[src/rtl/seq_telemetry_uart_if.sv]
// Bundles the send request, the nine decomposer results and the UART/status outputs.
// The master side drives the request and results; the slave side is the framer.
interface seq_telemetry_uart_if #(
  parameter int M = 14
);
  logic          send;
  logic [M-1:0]  Vzero_amp;
  logic [15:0]   Vzero_freq;
  logic [15:0]   Vzero_phase;
  logic [M-1:0]  Vpos_amp;
  logic [15:0]   Vpos_freq;
  logic [15:0]   Vpos_phase;
  logic [M-1:0]  Vneg_amp;
  logic [15:0]   Vneg_freq;
  logic [15:0]   Vneg_phase;
  logic          uart_tx;
  logic          busy;
  logic          frame_done;
  logic [7:0]    drop_cnt;

  modport master (
    output send,
    output Vzero_amp, Vzero_freq, Vzero_phase,
    output Vpos_amp, Vpos_freq, Vpos_phase,
    output Vneg_amp, Vneg_freq, Vneg_phase,
    input  uart_tx, busy, frame_done, drop_cnt
  );

  modport slave (
    input  send,
    input  Vzero_amp, Vzero_freq, Vzero_phase,
    input  Vpos_amp, Vpos_freq, Vpos_phase,
    input  Vneg_amp, Vneg_freq, Vneg_phase,
    output uart_tx, busy, frame_done, drop_cnt
  );
endinterface

[src/rtl/seq_telemetry_uart.sv]
// Snapshots the nine sequence results on send and shifts them out as a 21-byte 8N1 frame.
// Latency: start bit driven on the edge that samples send; no backpressure, sends while busy are dropped and counted.
module seq_telemetry_uart #(
  parameter int M      = 14,
  parameter int CLK_HZ = 100000000,
  parameter int BAUD   = 115200
) (
  input  logic                  clk_100m,
  input  logic                  rst,
  seq_telemetry_uart_if.slave   bus
);
  localparam int DIV = CLK_HZ / BAUD;
  localparam int CW  = (DIV > 1) ? $clog2(DIV) : 1;
  localparam logic [CW-1:0] LAST = CW'(DIV - 1);

  typedef enum logic [1:0] {IDLE, START, DATA, STOP} state_t;

  state_t          state;
  logic [CW-1:0]   cnt;
  logic [2:0]      bit_idx;
  logic [4:0]      byte_idx;
  logic [7:0]      sh;
  logic [159:0]    frame_q;
  logic            tx_q;
  logic            busy_q;
  logic            done_q;
  logic [7:0]      drop_q;

  logic [143:0]    payload;
  logic [7:0]      chk_sum;
  logic [159:0]    frame_next;
  logic            bit_end;

  assign payload = {16'(bus.Vzero_amp),  16'(bus.Vpos_amp),  16'(bus.Vneg_amp),
                    bus.Vzero_freq,      bus.Vpos_freq,      bus.Vneg_freq,
                    bus.Vzero_phase,     bus.Vpos_phase,     bus.Vneg_phase};

  // Checksum is computed from the live inputs so it is captured together with the snapshot.
  always_comb begin
    chk_sum = 8'h00;
    for (int i = 0; i < 18; i++) begin
      chk_sum = chk_sum + payload[8*i +: 8];
    end
  end

  // Bytes 1..20 of the frame; byte 0 (0xA5) is loaded straight into the shifter.
  assign frame_next = {8'h5A, payload, chk_sum};
  assign bit_end    = (cnt == LAST);

  always_ff @(posedge clk_100m or negedge rst) begin
    if (!rst) begin
      state    <= IDLE;
      cnt      <= '0;
      bit_idx  <= '0;
      byte_idx <= '0;
      sh       <= '0;
      frame_q  <= '0;
      tx_q     <= 1'b1;
      busy_q   <= 1'b0;
      done_q   <= 1'b0;
      drop_q   <= '0;
    end else begin
      done_q <= 1'b0;

      if (bus.send && state != IDLE && drop_q != 8'hFF) begin
        drop_q <= drop_q + 8'd1;
      end

      if (state != IDLE) begin
        cnt <= bit_end ? '0 : cnt + CW'(1);
      end

      case (state)
        IDLE: begin
          if (bus.send) begin
            state    <= START;
            sh       <= 8'hA5;
            frame_q  <= frame_next;
            cnt      <= '0;
            byte_idx <= '0;
            tx_q     <= 1'b0;
            busy_q   <= 1'b1;
          end
        end
        START: begin
          if (bit_end) begin
            state   <= DATA;
            bit_idx <= '0;
            tx_q    <= sh[0];
            sh      <= {1'b0, sh[7:1]};
          end
        end
        DATA: begin
          if (bit_end) begin
            if (bit_idx == 3'd7) begin
              state <= STOP;
              tx_q  <= 1'b1;
            end else begin
              bit_idx <= bit_idx + 3'd1;
              tx_q    <= sh[0];
              sh      <= {1'b0, sh[7:1]};
            end
          end
        end
        STOP: begin
          if (bit_end) begin
            if (byte_idx == 5'd20) begin
              state  <= IDLE;
              busy_q <= 1'b0;
              done_q <= 1'b1;
            end else begin
              // Next byte's start bit follows the stop bit with no gap.
              state    <= START;
              byte_idx <= byte_idx + 5'd1;
              sh       <= frame_q[159:152];
              frame_q  <= {frame_q[151:0], 8'h00};
              tx_q     <= 1'b0;
            end
          end
        end
        default: state <= IDLE;
      endcase
    end
  end

  assign bus.uart_tx    = tx_q;
  assign bus.busy       = busy_q;
  assign bus.frame_done = done_q;
  assign bus.drop_cnt   = drop_q;

endmodule

[src/flat_wrapper.sv]
// flat-port wrapper written by rule: the top's interface ports become plain ports
module seq_telemetry_uart_flat 
#(
  parameter int M      = 14,
  parameter int CLK_HZ = 100000000,
  parameter int BAUD   = 115200
)
  (clk_100m, rst, bus_send, bus_Vzero_amp, bus_Vzero_freq, bus_Vzero_phase, bus_Vpos_amp, bus_Vpos_freq, bus_Vpos_phase, bus_Vneg_amp, bus_Vneg_freq, bus_Vneg_phase, bus_uart_tx, bus_busy, bus_frame_done, bus_drop_cnt);
  seq_telemetry_uart_if #(.M(M)) bus_i ();
  input  logic clk_100m;
  input  logic rst;
  input wire logic [$bits(bus_i.send)-1:0] bus_send;
  input wire logic [$bits(bus_i.Vzero_amp)-1:0] bus_Vzero_amp;
  input wire logic [$bits(bus_i.Vzero_freq)-1:0] bus_Vzero_freq;
  input wire logic [$bits(bus_i.Vzero_phase)-1:0] bus_Vzero_phase;
  input wire logic [$bits(bus_i.Vpos_amp)-1:0] bus_Vpos_amp;
  input wire logic [$bits(bus_i.Vpos_freq)-1:0] bus_Vpos_freq;
  input wire logic [$bits(bus_i.Vpos_phase)-1:0] bus_Vpos_phase;
  input wire logic [$bits(bus_i.Vneg_amp)-1:0] bus_Vneg_amp;
  input wire logic [$bits(bus_i.Vneg_freq)-1:0] bus_Vneg_freq;
  input wire logic [$bits(bus_i.Vneg_phase)-1:0] bus_Vneg_phase;
  output wire logic [$bits(bus_i.uart_tx)-1:0] bus_uart_tx;
  output wire logic [$bits(bus_i.busy)-1:0] bus_busy;
  output wire logic [$bits(bus_i.frame_done)-1:0] bus_frame_done;
  output wire logic [$bits(bus_i.drop_cnt)-1:0] bus_drop_cnt;
  assign bus_i.send = bus_send;
  assign bus_i.Vzero_amp = bus_Vzero_amp;
  assign bus_i.Vzero_freq = bus_Vzero_freq;
  assign bus_i.Vzero_phase = bus_Vzero_phase;
  assign bus_i.Vpos_amp = bus_Vpos_amp;
  assign bus_i.Vpos_freq = bus_Vpos_freq;
  assign bus_i.Vpos_phase = bus_Vpos_phase;
  assign bus_i.Vneg_amp = bus_Vneg_amp;
  assign bus_i.Vneg_freq = bus_Vneg_freq;
  assign bus_i.Vneg_phase = bus_Vneg_phase;
  assign bus_uart_tx = bus_i.uart_tx;
  assign bus_busy = bus_i.busy;
  assign bus_frame_done = bus_i.frame_done;
  assign bus_drop_cnt = bus_i.drop_cnt;
  seq_telemetry_uart #(.M(M), .CLK_HZ(CLK_HZ), .BAUD(BAUD)) u_core (.clk_100m(clk_100m), .rst(rst), .bus(bus_i));
endmodule
[config.mk]
export PLATFORM = sky130hd
export DESIGN_NAME = seq_telemetry_uart_flat
export DESIGN_NICKNAME = d
export VERILOG_FILES = /design/src/rtl/seq_telemetry_uart_if.sv /design/src/rtl/seq_telemetry_uart.sv /design/src/flat_wrapper.sv
export SDC_FILE = /design/constraint.sdc
export NUM_CORES = 1
export LEC_CHECK = 0
export CORE_MARGIN = 2
export CORE_UTILIZATION = 50
export CTS_BUF_LIST = sky130_fd_sc_hd__clkbuf_8
export DETAILED_ROUTE_END_ITERATION = 16
export MAX_ROUTING_LAYER = met4
export PLACE_DENSITY = 0.79
export SKIP_LAST_GASP = 1
export SYNTH_ARGS = -nofsm -noshare
export SYNTH_HDL_FRONTEND = slang
export SYNTH_SLANG_ARGS = --single-unit
export TNS_END_PERCENT = 10
[constraint.sdc]
create_clock -name clk_100m -period 2.8 [get_ports clk_100m]
set_input_delay 0.56 -clock clk_100m [delete_from_list [all_inputs] [get_ports clk_100m]]
set_output_delay 0.56 -clock clk_100m [all_outputs]
set_load 0.02 [all_outputs]
==> impl_metrics.tcl <==
set metrics [dict create \
    layout-drive-gt1-share_pct 9.36 \
    cp.arrival_ns 5.44 \
    critPathKind "input pin to flop" \
    hold_class "input pin to async pin" \
    synth_warnings 0 \
    p_sw_mw 4.84 \
    required_ns 3.16 \
    nets 1618 \
    crit_family "adder cells" \
    final_area_sq_mm 0.0149 \
    drv_cap 0 \
    netlist.top_cell.by_area "dfrtp_1" \
    pwr-share-clk_pct 14.6 \
    areaGrowthSynthToFinish_pct 23.0 \
    vdd_drop_max_uv 1740 \
    antenna_found_initial 10 \
    critical_path.most_common_cell "fa_1" \
    vias_per_cell 5.25 \
    cts_tree "done" \
    start_util_pct 51.3 \
    synth_top_area_share_pct 40.9 \
    power.total_mw 12.9 \
    skew_ns 0.0184 \
    crit_path_max_incr_delay_ns 0.57 \
    leakagePower_nw 6.63 \
    routedWlPerCell_um 17.9 \
    place_congestion 0.939 \
    grt_pass1_vias 9237 \
    cts.path.max_buffers 2 \
    reg2reg_from "u_core.cnt[0]$_DFF_PN0_" \
    cts-buffers-inserted 17 \
    violations "setup timing" \
    hpwl_um 23600 \
    post_dp_cell_area_sq_mm 0.0144 \
    fin_crit_ns 5.08 \
    vias 8911 \
    io_pins 152 \
    fp.coreArea_sq_mm 0.0236 \
    path_cells "clkdlybuf4s50_1 > inv_1 > fa_1 > inv_1 > fa_1 > inv_1 > fa_1 > fa_1 > fa_1 > fa_2 > xnor2_2 > xnor2_1 > xnor2_1 > xnor2_1 > xnor3_1 > a22o_1" \
    synth_nets 1443 \
    grt-ovfl-total 0 \
    final_antenna_net_count 0 \
    synth-edff-count 0 \
    syn_avg_cell_area_sq_um 10.3 \
    utilization_pct 63.1 \
    wl_um 30300 \
    setup_viol 7 \
    grt_setup_unrepaired "yes" \
    multi_input_area_sq_mm 0.00633 \
    sequentialPowerShare_pct 24.8 \
    cpMaxStageDelayCell "fa_1" \
    switching_share_pct 37.6 \
    rows 56 \
    ys_types 43 \
    slew_headroom_pct 27.5 \
    clk_pin_slew_worst_paths_ns 0.10 \
    drtIter0Drc 514 \
    p_int_mw 8.05 \
    synthesis.area_sq_mm 0.0121 \
    setup-tns-final_ns -12.67 \
    die_y_um 160 \
    finalHoldViolCount 0 \
    grt_max_degree 75 \
    worst_slack_ns -2.28 \
    crit_path_max_fanout 2 \
    startpoint_type "input pin" \
    cts-root-buf "clkbuf_8" \
    max_freq_mhz 197 \
    syn_inst 1181 \
    num-fill-cells 1866 \
    worstMarginPinSlew_ns 1.08 \
    cp-end-kind "flop" \
    die_area_sq_mm 0.0255 \
    yosys-top-cells-area "dfrtp_1 (41%), fa_1 (16%), mux2i_1 (11%), a21oi_1 (6.0%), inv_1 (5.2%)" \
    track_usage_pct 25.4 \
    startpoint "bus_Vzero_freq[6]" \
    ys_seq_elements 199 \
    yosysSeqAreaShare_pct 41.1 \
    drtPass1Iterations 5 \
    clock-sinks 199 \
    cts_max_level 4 \
    combPwrFrac_pct 60.6 \
    status "finished, violations left" \
    slew_violations 0 \
    dieWidth_um 160 \
    fin_crit_sh_pct 181 \
    holdWs_ns 0.0988 \
    grt_pass1_wl_um 48600 \
    drc 0 \
    powerDensity_mw_per_mm2 865 \
    synth_top_flop_cell "dfrtp_1" \
    portBuffers 151 \
    seqCellArea_sq_mm 0.00498 \
    insertion_delay_ns 0.48 \
    cp_num_buf_inv 4 \
    holdBufCountCts 0 \
    postSynth.asyncResetShare_pct 100 \
]
-- Yosys cell counts, types with 2 or more instances --
cell,count
fa_1,97
ha_1,24
a21oi_1,145
xor2_1,10
a22o_1,16
o31ai_1,10
nand2b_1,3
mux2_2,2
dfrtp_1,198
xnor2_1,29
or3_1,4
o21ai_0,25
and3_1,4
nand3_1,6
nor2_1,152
and2_0,2
nor3_1,3
buf_2,29
nand3b_1,5
o22a_1,5
inv_1,167
a22oi_1,4
nand4_1,6
clkbuf_1,29
mux2i_1,139
a221oi_1,4
nand2_1,47
-- what timing repair did --
item | CTS | global route
pin swaps | 13 | 23
setup buffers | 1 | 0
gates resized for setup | 24 | 32
endpoints found under the setup margin | 7 | 7
-- per-layer routing --
metal | vias to the layer above | wire length, um | track usage, %
met4 | 0 | 993 | 8.84
met5 | - | 0 | -
met3 | 65 | 1650 | 6.10
li1 | 4202 | - | -
met2 | 240 | 15500 | 43.0
met1 | 4404 | 12200 | 29.7
-- registers in the layout, summed over array words and instances (netlist names) --
name / flops
u_core.frame_q: 160
u_core.cnt: 10
u_core.bus.drop_cnt: 8
u_core.sh: 8
u_core.byte_idx: 5
u_core.bit_idx: 3
u_core.state: 2
u_core.bus.busy: 1
u_core.bus.frame_done: 1
u_core.bus.uart_tx: 1
-- cell type report --
type	count	area share [%]
Multi-Input combinational cell	756	42.5
Sequential cell	199	33.4
Timing Repair Buffer	215	14.4
Inverter	167	4.26
Tap cell	319	2.68
Clock buffer	17	1.57
Clock inverter	14	1.01
Antenna cell	10	0.168
-- layout by cell type (no fill, tap or decap), drive strengths merged, types with 3 or more instances in the layout --
| master | count |
|---|---|
| xor2 | 10 |
| dlygate4sd2 | 17 |
| nor3 | 4 |
| buf | 64 |
| nand2 | 47 |
| diode | 10 |
| and2 | 3 |
| nor2 | 153 |
| dfrtp | 198 |
| xnor2 | 29 |
| a22oi | 4 |
| clkinv | 3 |
| fa | 97 |
| a22o | 16 |
| o31ai | 10 |
| nand3b | 5 |
| or3 | 4 |
| a221oi | 4 |
| ha | 24 |
| nand4 | 6 |
| dlymetal6s2s | 16 |
| nand2b | 3 |
| o21ai | 26 |
| nand3 | 6 |
| clkbuf | 18 |
| a21oi | 145 |
| inv | 174 |
| clkdlybuf4s50 | 116 |
| mux2i | 139 |
| o22a | 5 |
| and3 | 4 |
-- worst register-to-register path: stages (launching register included) --
cell	delay, ns
dfrtp_1	0.40
ha_1	0.21
or4b_1	0.49
o41a_1	0.48
nor3_4	0.25
buf_12	0.25
buf_4	0.27
nor2_1	0.07
a21oi_1	0.13
-- per-stage QoR --
step	instances	setup WS (ns)
floorplan	1181	-2.11
global placement	1655	-2.85
detailed placement	1655	-2.96
CTS	1687	-2.28
global route	1697	-2.38
finish	1697	-2.28
-- power groups by stage --
| stage | combinational (mW) | sequential [mW] | clock [mW] |
|---|---|---|---|
| floorplan | 4.97 | 3.27 | 0 |
| global placement | 7.28 | 3.24 | 0 |
| detailed placement | 7.59 | 3.25 | 0 |
| CTS | 7.74 | 3.19 | 1.91 |
| global route | 8.84 | 3.22 | 2.03 |
| finish | 7.82 | 3.20 | 1.88 |
-- logic make-up after synthesis --
logic type | after synthesis | share of synthesized area (%)
buffers and inverters | 226 | 7.30
AO/OA/AOI/OAI | 215 | 10.1
flip-flops | 199 | 41.1
adder cells (fa/ha/maj) | 121 | 18.5
XOR/XNOR | 40 | 3.00
multiplexers | 141 | 11.7
AND/OR/NAND/NOR | 239 | 8.35
-- path summary, 6_finish.rpt --
check | end | cells past startpoint | slack [ns]
worst max-delay path | u_core.frame_q[7]$_DFFE_PN0P_ | 16 | -2.28
worst min-delay path | u_core.bus.drop_cnt[7]$_DFFE_PN0P_ | 1 | 0.1
worst max register to register | u_core.frame_q[148]$_DFFE_PN0P_ | 8 | 0.18
worst min register to register | u_core.bus.uart_tx$_DFFE_PN1P_ | 2 | 0.46
max in group asynchronous | u_core.frame_q[14]$_DFFE_PN0P_ | 2 | 1.86
min in group clk_100m | u_core.frame_q[131]$_DFFE_PN0P_ | 3 | 0.44
No activity file was read; power rests on OpenSTA's default activity.
==> variant 1 (same flow settings) <==
Re-encode `state_t` (4 states) as one-hot, 4 bits wide.
--- a/src/rtl/seq_telemetry_uart.sv
+++ b/src/rtl/seq_telemetry_uart.sv
@@ -13,7 +13,7 @@
   localparam int CW  = (DIV > 1) ? $clog2(DIV) : 1;
   localparam logic [CW-1:0] LAST = CW'(DIV - 1);
 
-  typedef enum logic [1:0] {IDLE, START, DATA, STOP} state_t;
+  typedef enum logic [3:0] {IDLE = 4'b0001, START = 4'b0010, DATA = 4'b0100, STOP = 4'b1000} state_t;
 
   state_t          state;
   logic [CW-1:0]   cnt;
Formal check against the unedited RTL: no difference found for any inputs over 4 cycles, from zero or initial values and one cycle with rst low; so few cycles prove little.
==> variant 1 against the unedited design <==
- synthesized cell count grew 15%
- the flow still finishes with violations (setup timing)
- critical path depth rose by 2
- first-iteration DRC count increased by 59%
- synthesized area is essentially flat
- cell area down 0.21%
- sequential cell count grew 2
- total power up 44%
- count of clock-buffer cells in the layout up 32
- clock power rose by 48%
- wire length up 8.7%
- worst setup slack better by 500 ps
- sequential power grew 49%
==> variant 1: results (changes against the unedited design) <==
Hold WS - 19.0 ps (was 98.8 ps)
Gr usage total - 27.1% (was 25.4%)
Final setup margin - -1780 ps (was -2280 ps)
Max-slew headroom - 49.2% (was 27.5%)
Dpl ws - -2920 ps (was -2960 ps)
Commonest cells post-synth - nand2_1, dfrtp_1, inv_1, nor2_1, a31oi_1 (was dfrtp_1, inv_1, nor2_1)
Max VDD drop - 1970 uV (was 1740 uV)
CTS Buffer Depth - 3 (was 2)
Max incr delay on CP - 530 ps (was 570 ps)
Syn_nets - 1615 (was 1443)
R2R depth - 7 (was 8)
Wire per inst - 17.6 um (was 17.9 um)
Post-Place Cell Area - 14200 um2 (was 14400 um2)
First-pass GRT wire length - 52700 um (was 48600 um)
Fin nets - 1785 (was 1618)
Yosys cell types - 42 (was 43)
Failing checks - setup timing (unchanged)
Num CTS Buffers - 36 (was 17)
TNS Setup - -10390 ps (was -12670 ps)
Largest cells by area after synthesis - dfrtp_1, fa_1, nand2_1 (was dfrtp_1, fa_1, mux2i_1)
Status - finished, violations left (unchanged)
Vias in the first global route - 10100 (was 9237)
Setup violators final - 7 (unchanged)
Gpl congestion - 0.897 (was 0.939)
Largest net degree at the start of global routing - 145 (was 75)
Post-detail-place hpwl - 24400 um (was 23600 um)
Sequential element share of the synthesized area - 41.5% (was 41.1%)
## variant 1: changes by cell type in the layout (fill, tap and decap cells not counted), moves of 25 or more
| cell | delta |
|---|---|
| a21oi_1 | -131 |
| a31oi_1 | +138 |
| clkbuf_8 | +32 |
| clkdlybuf4s50_1 | -63 |
| inv_2 | +25 |
| mux2i_1 | -139 |
| nand2_1 | +283 |
## variant 1: area by class of cell
cell class | instances | area, um2
inverters | 164 | 623
multi-input cells | 917 | 6180
fillers | 1960 | 8740
flip-flops and latches | 201 | 5030
clock inverters | 14 | 57.6
diodes | 3 | 7.51
well taps | 319 | 399
repair buffers | 207 | 1900
clock buffers | 49 | 674
## variant 1: worst max-delay path by stage
| stage | start | end | slack [ps] | cells past startpoint |
|---|---|---|---|---|
| 3_5_place_dp | bus_Vneg_freq[3] | u_core.frame_q[7] | -2920 | 18 |
| 6_report | bus_Vpos_amp[2] | u_core.frame_q[7] | -1780 | 18 |
| 3_3_place_gp | bus_Vneg_freq[3] | u_core.frame_q[7] | -2750 | 18 |
| 4_1_cts | bus_Vpos_phase[11] | u_core.frame_q[7] | -1980 | 18 |
| 2_1_floorplan | bus_Vneg_freq[3] | u_core.frame_q[7] | -2010 | 17 |
| 5_1_grt | bus_Vpos_freq[11] | u_core.frame_q[7] | -1920 | 18 |
## variant 1: kinds of logic (layout without fill, tap and decap cells)
kind of cell | after synthesis | count (layout) | synth area share, %
AND/OR/NAND/NOR | 545 | 545 | 17.9
XOR/XNOR | 43 | 43 | 3.22
buffers and inverters | 239 | 434 | 8.30
adder cells (fa/ha/maj) | 117 | 117 | 18.1
flip-flops | 201 | 201 | 41.5
other | 0 | 3 | 0
AO/OA/AOI/OAI | 211 | 211 | 10.8
multiplexers | 1 | 1 | 0.0930
## variant 1: worst register-to-register path, delay by kind of cell (launching register included)
kind | cells | cell delay [ps]
flip-flops | 1 | 460
AND/OR/NAND/NOR | 3 | 1170
AO/OA/AOI/OAI | 2 | 380
buffers and inverters | 2 | 490
## variant 1: where the power goes
group	switching, mW	internal, mW	leakage [nW]
logic	5.31	5.63	4.35
registers	0.708	4.07	2.29
clock network	1.24	1.55	0.421
## variant 1: layer usage
layer	vias up	GRT usage (%)	wire [um]
met3	74	4.44	2270
met2	401	45.4	16700
met4	0	8.55	1050
met5	-	-	0
met1	4957	34.0	13000
li1	4677	-	-
## variant 1: repair_timing
item / CTS / global route
setup endpoints to repair: 7 / 7
resized for setup: 210 / 75
pin swaps: 51 / 50
buffers inserted: 2 / 2
endpoints found under the hold margin: 0 / 0
==> variant 2 (same flow settings) <==
Made on the original files. `BAUD` is set to 115200 in 2 places; all go to 57600.
--- a/src/rtl/seq_telemetry_uart.sv
+++ b/src/rtl/seq_telemetry_uart.sv
@@ -3,7 +3,7 @@
 module seq_telemetry_uart #(
   parameter int M      = 14,
   parameter int CLK_HZ = 100000000,
-  parameter int BAUD   = 115200
+  parameter int BAUD   = 57600
 ) (
   input  logic                  clk_100m,
   input  logic                  rst,
--- a/src/flat_wrapper.sv
+++ b/src/flat_wrapper.sv
@@ -3,7 +3,7 @@
 #(
   parameter int M      = 14,
   parameter int CLK_HZ = 100000000,
-  parameter int BAUD   = 115200
+  parameter int BAUD   = 57600
 )
   (clk_100m, rst, bus_send, bus_Vzero_amp, bus_Vzero_freq, bus_Vzero_phase, bus_Vpos_amp, bus_Vpos_freq, bus_Vpos_phase, bus_Vneg_amp, bus_Vneg_freq, bus_Vneg_phase, bus_uart_tx, bus_busy, bus_frame_done, bus_drop_cnt);
   seq_telemetry_uart_if #(.M(M)) bus_i ();
Check against the original RTL: same outputs for any inputs over 4 cycles, from zero or initial values and one cycle with rst low; that may be too few to reach the edited logic, so the function may still have changed.
==> variant 2 against the unedited design <==
- the flow still finishes with violations (setup timing)
- global-route usage decreased by 0.13 points
- core utilization decreased by 1.6 points
- sequential cell count grew 1
- synthesized area increased by 0.91%
- worst setup slack improved by 24 ps
- wire length decreased by 0.37%
- count of clock-buffer cells in the layout rose by 1
- sequential share of layout area increased by 0.24 points
- worst hold slack worse by 31 ps
- largest cell class unchanged
- total power down 1.4%
- cell area is 0.22% lower
- critical endpoint unchanged
- highest routed layer unchanged
- cell count is 0.24% higher
==> variant 2: results (changes against the unedited design) <==
Starting DRT DRC Count - 535 (was 514)
Commonest cells post-synth - dfrtp_1, inv_1, nor2_1 (unchanged)
Clock Power Share - 16.0% (was 14.6%)
Leak - 6.50 nW (was 6.63 nW)
Reg2reg start - u_core.state[0] (was u_core.cnt[0])
Failing checks - setup timing (unchanged)
Largest regs - u_core.frame_q (160), u_core.cnt (11) (was u_core.frame_q (160), u_core.cnt (10))
R2r setup slk - 260 ps (was 180 ps)
Final Routed Wirelength - 30200 um (was 30300 um)
Syn_nets - 1449 (was 1443)
Fin nets - 1614 (was 1618)
Hold WS - 68.2 ps (was 98.8 ps)
Status - finished, violations left (unchanged)
Post-synthesis mux area share - 11.4% (was 11.7%)
Placed insts - 1656 (was 1655)
Final setup margin - -2260 ps (was -2280 ps)
Yosys cell types - 45 (was 43)
Post-synthesis xor/xnor area fraction - 3.19% (was 3.00%)
R2R depth - 6 (was 8)
Adder-Cell Fraction of Synth Area - 18.3% (was 18.5%)
Dpl ws - -2930 ps (was -2960 ps)
TNS Setup - -12790 ps (was -12670 ps)
Vias in the first global route - 9091 (was 9237)
Gpl congestion - 0.922 (was 0.939)
Setup violators final - 7 (unchanged)
[variant 2: metal layers]
metal / global-route usage [%] / routed length [um]
met4: 9.95 / 1060
met1: 30.2 / 11900
met5: - / 0
met2: 40.8 / 15200
met3: 7.10 / 2080
[variant 2: layout make-up]
cell class	count	area, um2
tap	324	405
sequential	200	5010
timing repair buffer	204	2000
fill	1950	9300
clock inverter	14	185
inverter	170	646
clock buffer	18	248
multi-input combinational	759	6360
antenna	12	30.0
[variant 2: worst max path at each step]
| stage | startpoint | to | slack, ps |
|---|---|---|---|
| 2_1_floorplan | bus_Vneg_freq[3] | u_core.frame_q[7] | -2110 |
| 3_3_place_gp | bus_Vneg_freq[3] | u_core.frame_q[7] | -2850 |
| 3_5_place_dp | bus_Vneg_freq[3] | u_core.frame_q[7] | -2930 |
| 4_1_cts | bus_Vzero_freq[6] | u_core.frame_q[7] | -2250 |
| 5_1_grt | bus_Vzero_freq[6] | u_core.frame_q[7] | -2420 |
| 6_report | bus_Vzero_freq[6] | u_core.frame_q[7] | -2260 |
